===== src/rtl/param_updown_counter.sv =====
// -----------------------------------------------------------------------------
// param_updown_counter
//
// Purpose:
//   Up/down counter over the range 0..limit with three boundary behaviours
//   (wrap, saturate, one-shot), a load path that clamps to limit, a one-cycle
//   terminal-count pulse, a sticky wrap flag and a gated count output.
//
// Configuration macro:
//   PUDC_PRESCALER_EN - when defined, adds a PRESCALE_W-bit prescaler and the
//                       'prescale' port; a step then happens only once every
//                       (prescale+1) enabled cycles. When undefined, every
//                       enabled cycle is a step candidate and no prescaler
//                       logic or port exists.
//
// Parameters:
//   WIDTH       counter width in bits (2..32)
//   PRESCALE_W  prescaler width in bits (used only with PUDC_PRESCALER_EN)
//
// Ports:
//   clk        in   single clock, rising edge
//   reset      in   synchronous active-high reset
//   cnt_en     in   count enable
//   load       in   load strobe, sampled every cycle
//   load_val   in   load data (clamped to limit)
//   dir        in   1 = up, 0 = down
//   mode       in   00 wrap, 01 saturate, 10 one-shot, 11 wrap
//   limit      in   upper bound of the count range
//   clr_ovf    in   clears ovf_sticky (a simultaneous wrap wins)
//   out_en     in   enables count_out
//   prescale   in   divide value (PUDC_PRESCALER_EN only)
//   count_out  out  count when out_en=1 and reset=0, else zero
//   tc         out  registered one-cycle terminal-count pulse
//   ovf_sticky out  sticky wrap flag
//   running    out  counter armed
// -----------------------------------------------------------------------------
module param_updown_counter #(
    parameter int WIDTH      = 8,
    parameter int PRESCALE_W = 4
) (
    input  logic                  clk,
    input  logic                  reset,
    input  logic                  cnt_en,
    input  logic                  load,
    input  logic [WIDTH-1:0]      load_val,
    input  logic                  dir,
    input  logic [1:0]            mode,
    input  logic [WIDTH-1:0]      limit,
    input  logic                  clr_ovf,
    input  logic                  out_en,
`ifdef PUDC_PRESCALER_EN
    input  logic [PRESCALE_W-1:0] prescale,
`endif
    output logic [WIDTH-1:0]      count_out,
    output logic                  tc,
    output logic                  ovf_sticky,
    output logic                  running
);

    localparam logic [WIDTH-1:0] CNT_ZERO = {WIDTH{1'b0}};
    localparam logic [WIDTH-1:0] CNT_ONE  = WIDTH'(1'b1);

    // Parameter sanity marker: an out-of-range configuration elaborates this
    // empty block, which makes the illegal setting easy to spot in a netlist.
    generate
        if ((WIDTH < 2) || (WIDTH > 32) || (PRESCALE_W < 1)) begin : g_illegal_params
        end
    endgenerate

    // Clamp a value into 0..lim.
    function automatic logic [WIDTH-1:0] clamp_to_limit(
        input logic [WIDTH-1:0] val,
        input logic [WIDTH-1:0] lim
    );
        if (val > lim) begin
            return lim;
        end else begin
            return val;
        end
    endfunction

    logic [WIDTH-1:0] r_count;
    logic             r_tc;
    logic             r_ovf;
    logic             r_running;

    logic [WIDTH-1:0] w_count_nxt;
    logic             w_tc_nxt;
    logic             w_ovf_nxt;
    logic             w_running_nxt;
    logic             w_tick;
    logic             w_step;
    logic             w_boundary;

`ifdef PUDC_PRESCALER_EN
    localparam logic [PRESCALE_W-1:0] PRE_ZERO = {PRESCALE_W{1'b0}};
    localparam logic [PRESCALE_W-1:0] PRE_ONE  = PRESCALE_W'(1'b1);

    logic [PRESCALE_W-1:0] r_pre;
    logic                  w_pre_hit;

    assign w_pre_hit = (r_pre == prescale);
    assign w_tick    = w_pre_hit;

    // Prescaler: advances only on armed, enabled cycles; wraps to 0 on a tick.
    always_ff @(posedge clk) begin
        if (reset) begin
            r_pre <= PRE_ZERO;
        end else if (load) begin
            r_pre <= PRE_ZERO;
        end else if (cnt_en && r_running) begin
            if (w_pre_hit) begin
                r_pre <= PRE_ZERO;
            end else begin
                r_pre <= r_pre + PRE_ONE;
            end
        end else begin
            r_pre <= r_pre;
        end
    end
`else
    assign w_tick = 1'b1;
`endif

    assign w_step = cnt_en && r_running && !load && w_tick;

    // ">= limit" (not "==") so a count left above a lowered limit is still a
    // boundary going up and gets clamped instead of climbing further.
    assign w_boundary = dir ? (r_count >= limit) : (r_count == CNT_ZERO);

    // Next-state: load beats step beats hold; tc is only ever a one-cycle echo
    // of a boundary step.
    always_comb begin
        w_count_nxt   = r_count;
        w_tc_nxt      = 1'b0;
        w_ovf_nxt     = clr_ovf ? 1'b0 : r_ovf;
        w_running_nxt = r_running;
        if (load) begin
            w_count_nxt   = clamp_to_limit(load_val, limit);
            w_running_nxt = 1'b1;
        end else if (w_step) begin
            if (!w_boundary) begin
                if (dir) begin
                    w_count_nxt = r_count + CNT_ONE;
                end else begin
                    w_count_nxt = r_count - CNT_ONE;
                end
            end else begin
                w_tc_nxt = 1'b1;
                case (mode)
                    2'b01: begin
                        w_count_nxt = clamp_to_limit(r_count, limit);
                    end
                    2'b10: begin
                        w_count_nxt   = clamp_to_limit(r_count, limit);
                        w_running_nxt = 1'b0;
                    end
                    default: begin
                        // Wrap (mode 00 and 11); the set overrides clr_ovf.
                        w_count_nxt = dir ? CNT_ZERO : limit;
                        w_ovf_nxt   = 1'b1;
                    end
                endcase
            end
        end else begin
            w_count_nxt = r_count;
        end
    end

    // State registers with synchronous reset.
    always_ff @(posedge clk) begin
        if (reset) begin
            r_count   <= CNT_ZERO;
            r_tc      <= 1'b0;
            r_ovf     <= 1'b0;
            r_running <= 1'b1;
        end else begin
            r_count   <= w_count_nxt;
            r_tc      <= w_tc_nxt;
            r_ovf     <= w_ovf_nxt;
            r_running <= w_running_nxt;
        end
    end

    // Gating with reset keeps count_out at zero for the whole reset window,
    // including the part of the first reset cycle before the edge.
    assign count_out  = (out_en && !reset) ? r_count : CNT_ZERO;
    assign tc         = r_tc;
    assign ovf_sticky = r_ovf;
    assign running    = r_running;

endmodule


===== config.mk =====
export PLATFORM = sky130hd
export DESIGN_NAME = param_updown_counter
export DESIGN_NICKNAME = d
export VERILOG_FILES = /design/src/rtl/param_updown_counter.sv
export SDC_FILE = /design/constraint.sdc
export NUM_CORES = 1
export LEC_CHECK = 0
export CAP_MARGIN = 20
export CORE_UTILIZATION = 45
export DETAILED_ROUTE_END_ITERATION = 16
export PLACE_DENSITY = 0.71
export SLEW_MARGIN = 10
export SYNTH_ARGS = -nofsm -noshare
export SYNTH_HDL_FRONTEND = slang
export SYNTH_SLANG_ARGS = --single-unit

===== constraint.sdc =====
create_clock -name clk -period 3.6 [get_ports clk]
set_clock_uncertainty 0.1 [all_clocks]
set_input_delay 0.72 -clock clk [delete_from_list [all_inputs] [get_ports clk]]
set_output_delay 0.72 -clock clk [all_outputs]
set_load 0.01 [all_outputs]

Word level (Yosys, flattened, before mapping)
Index checks and enable logic that the tools add are counted.
{"block": "op_classes", "muxes": 16, "shifts": 0, "n_bitwise": 1, "n_reduce_logical": 12, "eq_ne": 3, "div": 0, "n_lt_le_gt_ge": 3, "n_mul": 0, "n_addsub": 2}
{"cell": "two-way mux 8 bit", "n": 9}
{"cell": "> comparator 8 bit", "n": 2}
{"cell": "adder 8 x 1 -> 8 bit, second input constant", "n": 1}
{"cell": "greater-or-equal comparator 8 bit", "n": 1}
{"cell": "logical NOT 8 bit", "n": 1}
{"cell": "subtractor 8 x 1 -> 8 bit, second input constant", "n": 1}
{"cell": "two-way mux 1 bit", "n": 7}
{"cell": "inequality test 4 x 3 -> 1 bit, second input constant", "n": 1}
{"cell": "OR reduction 2 bit", "n": 2}
{"cell": "logical AND 1 bit", "n": 3}
{"cell": "AND reduction 3 bit", "n": 1}
{"cell": "OR reduction 3 bit", "n": 1}
{"cell": "equality test 2 x 1 -> 1 bit, second input constant", "n": 1}
{"cell": "equality test 2 bit, second input constant", "n": 1}
{"cell": "logical NOT 1 bit", "n": 2}
{"cell": "AND reduction 2 bit", "n": 1}
{"cell": "nonzero test 2 bit", "n": 1}
{"cell": "inverter 1 bit", "n": 1}
{"block": "totals", "n_memories": 0, "reg_bits": 11, "wordCells": 41, "inputBits": 25, "ramBits": 0, "latch_bits": 0, "mem_bits_ro": 0}

Longest topological paths before layout
{"block": "logic_depth", "depth_word": 6, "mapped_depth": 10, "depth_no_buf": 9}

Worst setup path before layout
OpenSTA, ideal clock, no wires.
{"block": "synth_path", "path_kind": "input -> register", "from": "input limit[2]", "to": "register r_count[2]", "stages": 10, "t_arrival_ns": 2.560, "setup_slack_ns": 0.837, "required_time_ns": 3.397, "path_buffers": 1, "path_cell_list": "inv_1 ha_1 o21ai_0 a21oi_1 o31a_1 o21ai_4 o311a_1 buf_2 nor3_1 a2111oi_2"}
{"block": "synth_between", "elab_chain_len": 5, "word_cells_on_any_way": 13, "cone_classes": "order compare (3); eq/ne (1); mux (8); reduce/logical (1)"}
{"element": "start: declaration", "line_no": "48", "rtl": "input logic [WIDTH-1:0] limit,"}
{"element": "greater-or-equal comparator 8 bit, or another cell as far along", "line_no": "129", "rtl": "assign w_boundary = dir ? (r_count >= limit) : (r_count == CNT_ZERO);"}
{"element": "two-way mux 1 bit / two-way mux 8 bit (equally long branches)"}
{"element": "two-way mux 8 bit", "line_no": "142", "rtl": "if (!w_boundary) begin"}
{"element": "two-way mux 8 bit", "line_no": "141", "rtl": "end else if (w_step) begin"}
{"element": "two-way mux 8 bit", "line_no": "138", "rtl": "if (load) begin"}
{"element": "end signal: assignment", "line_no": "178", "rtl": "r_count <= w_count_nxt;"}
{"element": "end: declaration", "line_no": "82", "rtl": "logic [WIDTH-1:0] r_count;"}
Several ways; a longest one is shown, not always the timed one. The select of a mux whose other input is x is not followed.
A chain may end at the register's enable or synchronous reset.

Worst setup path in the final report
Ends and elaborated chain as after synthesis.

==> summary.md <==
| Metric | Value |
|---|---|
| Result of the run | complete, no violations |
| Share of cells above drive strength 1 | 9.73% |
| Routed Antenna Nets | 0 |
| Worst EP required | around 3.7 ns |
| Antenna violations before repair | 0 |
| Total count of max-transition violations in the final report | 0 |
| Worst reg2reg startpoint | r_count[0] |
| Number of buffers added by the clock tree synthesis step | 3 |
| Pre-Repair DR Iteration Count | 4 |
| Worst vdd rail ir drop | roughly 0.29 mV |
| Layout area overhead | 31.2% |
| Number of gates resized after cts | 0 |
| Worst Path Arrival | 3.31 ns |
| DIE HEIGHT | roughly 60 um |
| Htree depth | 1 |
| Clock Sinks | 11 |
| Number of antenna diodes | 0 |
| Worst slew margin relative to its limit | roughly 65% |
| Total global-route track usage | 26.6% |
| Count of hold-fix buffers inserted at cts | 0 |
| Least-Margin Pin Slew | 0.527 ns |
| Filler Cells Inserted | 307 |
| Area post-placement | 1930 um2 |
| Number of register bits inferred by synthesis | 11 |
| TritonCTS clock tree | built |
| Number of synthesized flops with an enable pin | 0 |
| Top achievable clock speed | 0.307 GHz |
| # DRC | 0 |
| Die W | 59.5 um |
| Maximum number of pins on one net before global-route repair | 27 |
| Floorplan die area | 3550 um2 |
| Cell Area, Synth | between 1000 and 1500 um2 |
| Detailed-route wire length | around 4100 um |
| Core region area | around 3100 um2 |
| Vias | around 1.6k |
| RSZ-0062 raised after global routing | false |
| Number of setup violations in the final report | 0 |
| Capture instance of the worst register-to-register path | r_count[2] |
| Worst min-delay path class | reg -> reg |
| Length in cells of the worst reg-to-reg path | 9 |
| Avg Vias per Cell | around 5.8 |
| Hold worst-path end | ovf_sticky |
| FF-to-FF setup slack | between 0.8 and 0.9 ns |
| Clk root buf | clkbuf_4 |
| Global route overflow | 0 |
| Design area | about 2000 um2 |
| Kind of critical path | in -> reg |
| Violation count after the first detailed-routing iteration | 64 |
| Clk Latency, worst-skew pair | ~0.26 ns |
| Fin Setup TNS | 0 ns |
| DP Wirelength | roughly 3500 um |
| Sequential share of the synthesized area | 14.8% |
| Post-Synthesis Net Count | between 200 and 250 |
| Wire length of the first global-routing pass | between 7000 and 8000 um |
| Number of port buffers | 35 |
| Hold path start | ovf_sticky |
| Final critical delay including setup and external delays | 3.26 ns |
| Number of buffers added for setup after CTS | 0 |
| Number of core rows | 20 |
| Maximum fanout count along the critical path | 9 |
| Routed wirelength normalized by instance count | 15.3 um |
| Final-stage net count | between 200 and 300 |
| Number of hold-slack violations in the final timing report | 0 |
| Cells after synthesis | roughly 190 |
| Largest buffer count on any clock path | 2 |
| Commonest register cell after synthesis | dfxtp_1 |
| Reported leakage power | about 0.85 nW |
| Vias in the first global route | approximately 1.6k |
| Crit share post-route | about 90% |
| Synth unique cells | 52 |
| RePlAce Congestion | between 0.8 and 0.9 |
| Worst-path clk slew | roughly 0.070 ns |
| Critical Path Source Type | input port |
| Average size of a mapped cell | between 8 and 9 um2 |
| Number of max-capacitance violations reported | 0 |
| Fraction of registers with async set or reset after synthesis | 0% |
| Kind of capture point of the worst setup path | flop |
| Effective utilization at floorplan | between 40% and 50% |
| Warning count from the yosys run | 0 |
| Number of top-level design ports | 36 |
| P per Cell Area | between 200 and 300 nW/um2 |
| Min-Delay Path Depth | 2 |
synth_stat cells, types with 2 or more instances:
cell,n,area share (%)
nand2b_1,3,1.3
a211oi_1,3,1.5
nor3_1,6,2.0
a21oi_1,13,4.4
a32oi_1,3,1.8
o21ai_0,6,2.0
o31ai_1,2,1.0
xor2_1,2,1.2
nand3_1,3,1.0
inv_1,16,4.0
a21o_1,3,1.5
o21a_1,2,1.0
o21ai_4,2,2.2
clkbuf_1,4,1.0
dfxtp_1,11,15
a311oi_1,3,1.8
or3_1,3,1.3
mux2i_1,5,3.4
nor2b_1,2,0.84
o221ai_1,2,1.2
nand3b_1,2,1.0
or4_4,2,1.5
and2_1,8,3.4
mux2_2,4,3.0
xnor2_1,2,1.2
o22ai_1,2,0.84
nor2_1,11,2.8
nand4_1,2,0.84
ha_1,23,19
nand2_1,13,3.3
registers in the layout (all words and copies together), names as in the netlist:
name	flops
r_count	8
tc	1
running	1
ovf_sticky	1
critical path: stages:
cell             delay [ns]
clkdlybuf4s50_1        0.51
inv_1                  0.10
ha_1                   0.30
o21ai_0                0.07
a21oi_1                0.21
o31a_1                 0.31
o21ai_4                0.09
o311a_1                0.43
nor4bb_1               0.19
a2111oi_2              0.38
placed cells by master (no fill, tap or decap), drive strengths merged, types with 4 or more instances in the layout:
| master | instances |
|---|---|
| a21oi | 13 |
| and2 | 8 |
| buf | 7 |
| clkbuf | 4 |
| clkdlybuf4s50 | 35 |
| dfxtp | 11 |
| ha | 23 |
| inv | 16 |
| mux2 | 4 |
| mux2i | 5 |
| nand2 | 13 |
| nor2 | 11 |
| nor3 | 6 |
| o21ai | 8 |
final cells by class:
cell class | instances | area (um2) | share of cell area, %
inverters | 16 | 60.1 | 3.07
multi-input cells | 153 | 1190 | 60.9
clock buffers | 4 | 26.3 | 1.34
well taps | 44 | 55.1 | 2.82
repair buffers | 42 | 403 | 20.6
flip-flops and latches | 11 | 220 | 11.3
routing by layer:
layer,part of all wire [%],global-route usage (%)
met1,45,33.7
met3,4.6,4.59
met5,0,0
met2,50,49.0
met4,0.19,1.66
kinds of logic (layout without fill, tap and decap cells):
group / count (synthesis) / count (layout) / synth area share, %
adder cells (fa/ha/maj): 24 / 24 / 20.7
AND/OR/NAND/NOR: 64 / 64 / 24.0
XOR/XNOR: 4 / 4 / 2.35
multiplexers: 9 / 9 / 6.38
buffers and inverters: 21 / 62 / 5.37
flip-flops: 11 / 11 / 14.8
AO/OA/AOI/OAI: 52 / 52 / 26.4
stage by stage:
step                std cells  util, %  setup slack [ns]  hold slack (ns)  power, mW
finish                    270     63.0             0.343            0.371      0.532
floorplan                 185        -             0.837            0.389      0.347
CTS                       270     63.0             0.379            0.380      0.534
global placement          266     62.1             0.163            0.359      0.438
global route              270     63.0             0.200            0.416      0.577
detailed placement        266     62.1             0.114            0.370      0.449
how the worst max path moves through the flow:
stage                     startpoint    endpoint  slack, ns  cells past startpoint
after floorplan             limit[2]  r_count[2]       0.84                     10
after global placement      limit[2]  r_count[2]       0.16                     10
after detailed placement    limit[2]  r_count[2]       0.11                     10
after CTS                   limit[2]  r_count[2]       0.38                     10
after global routing        limit[2]  r_count[1]       0.20                     10
final                       limit[2]  r_count[2]       0.34                     10
power by group:
part	total, mW	switching (mW)	internal (mW)
clock	0.0835	0.0408	0.0428
combinational	0.294	0.149	0.146
sequential	0.154	0.0203	0.134
total	0.532	0.210	0.323
(Power assumes the default switching activity.)
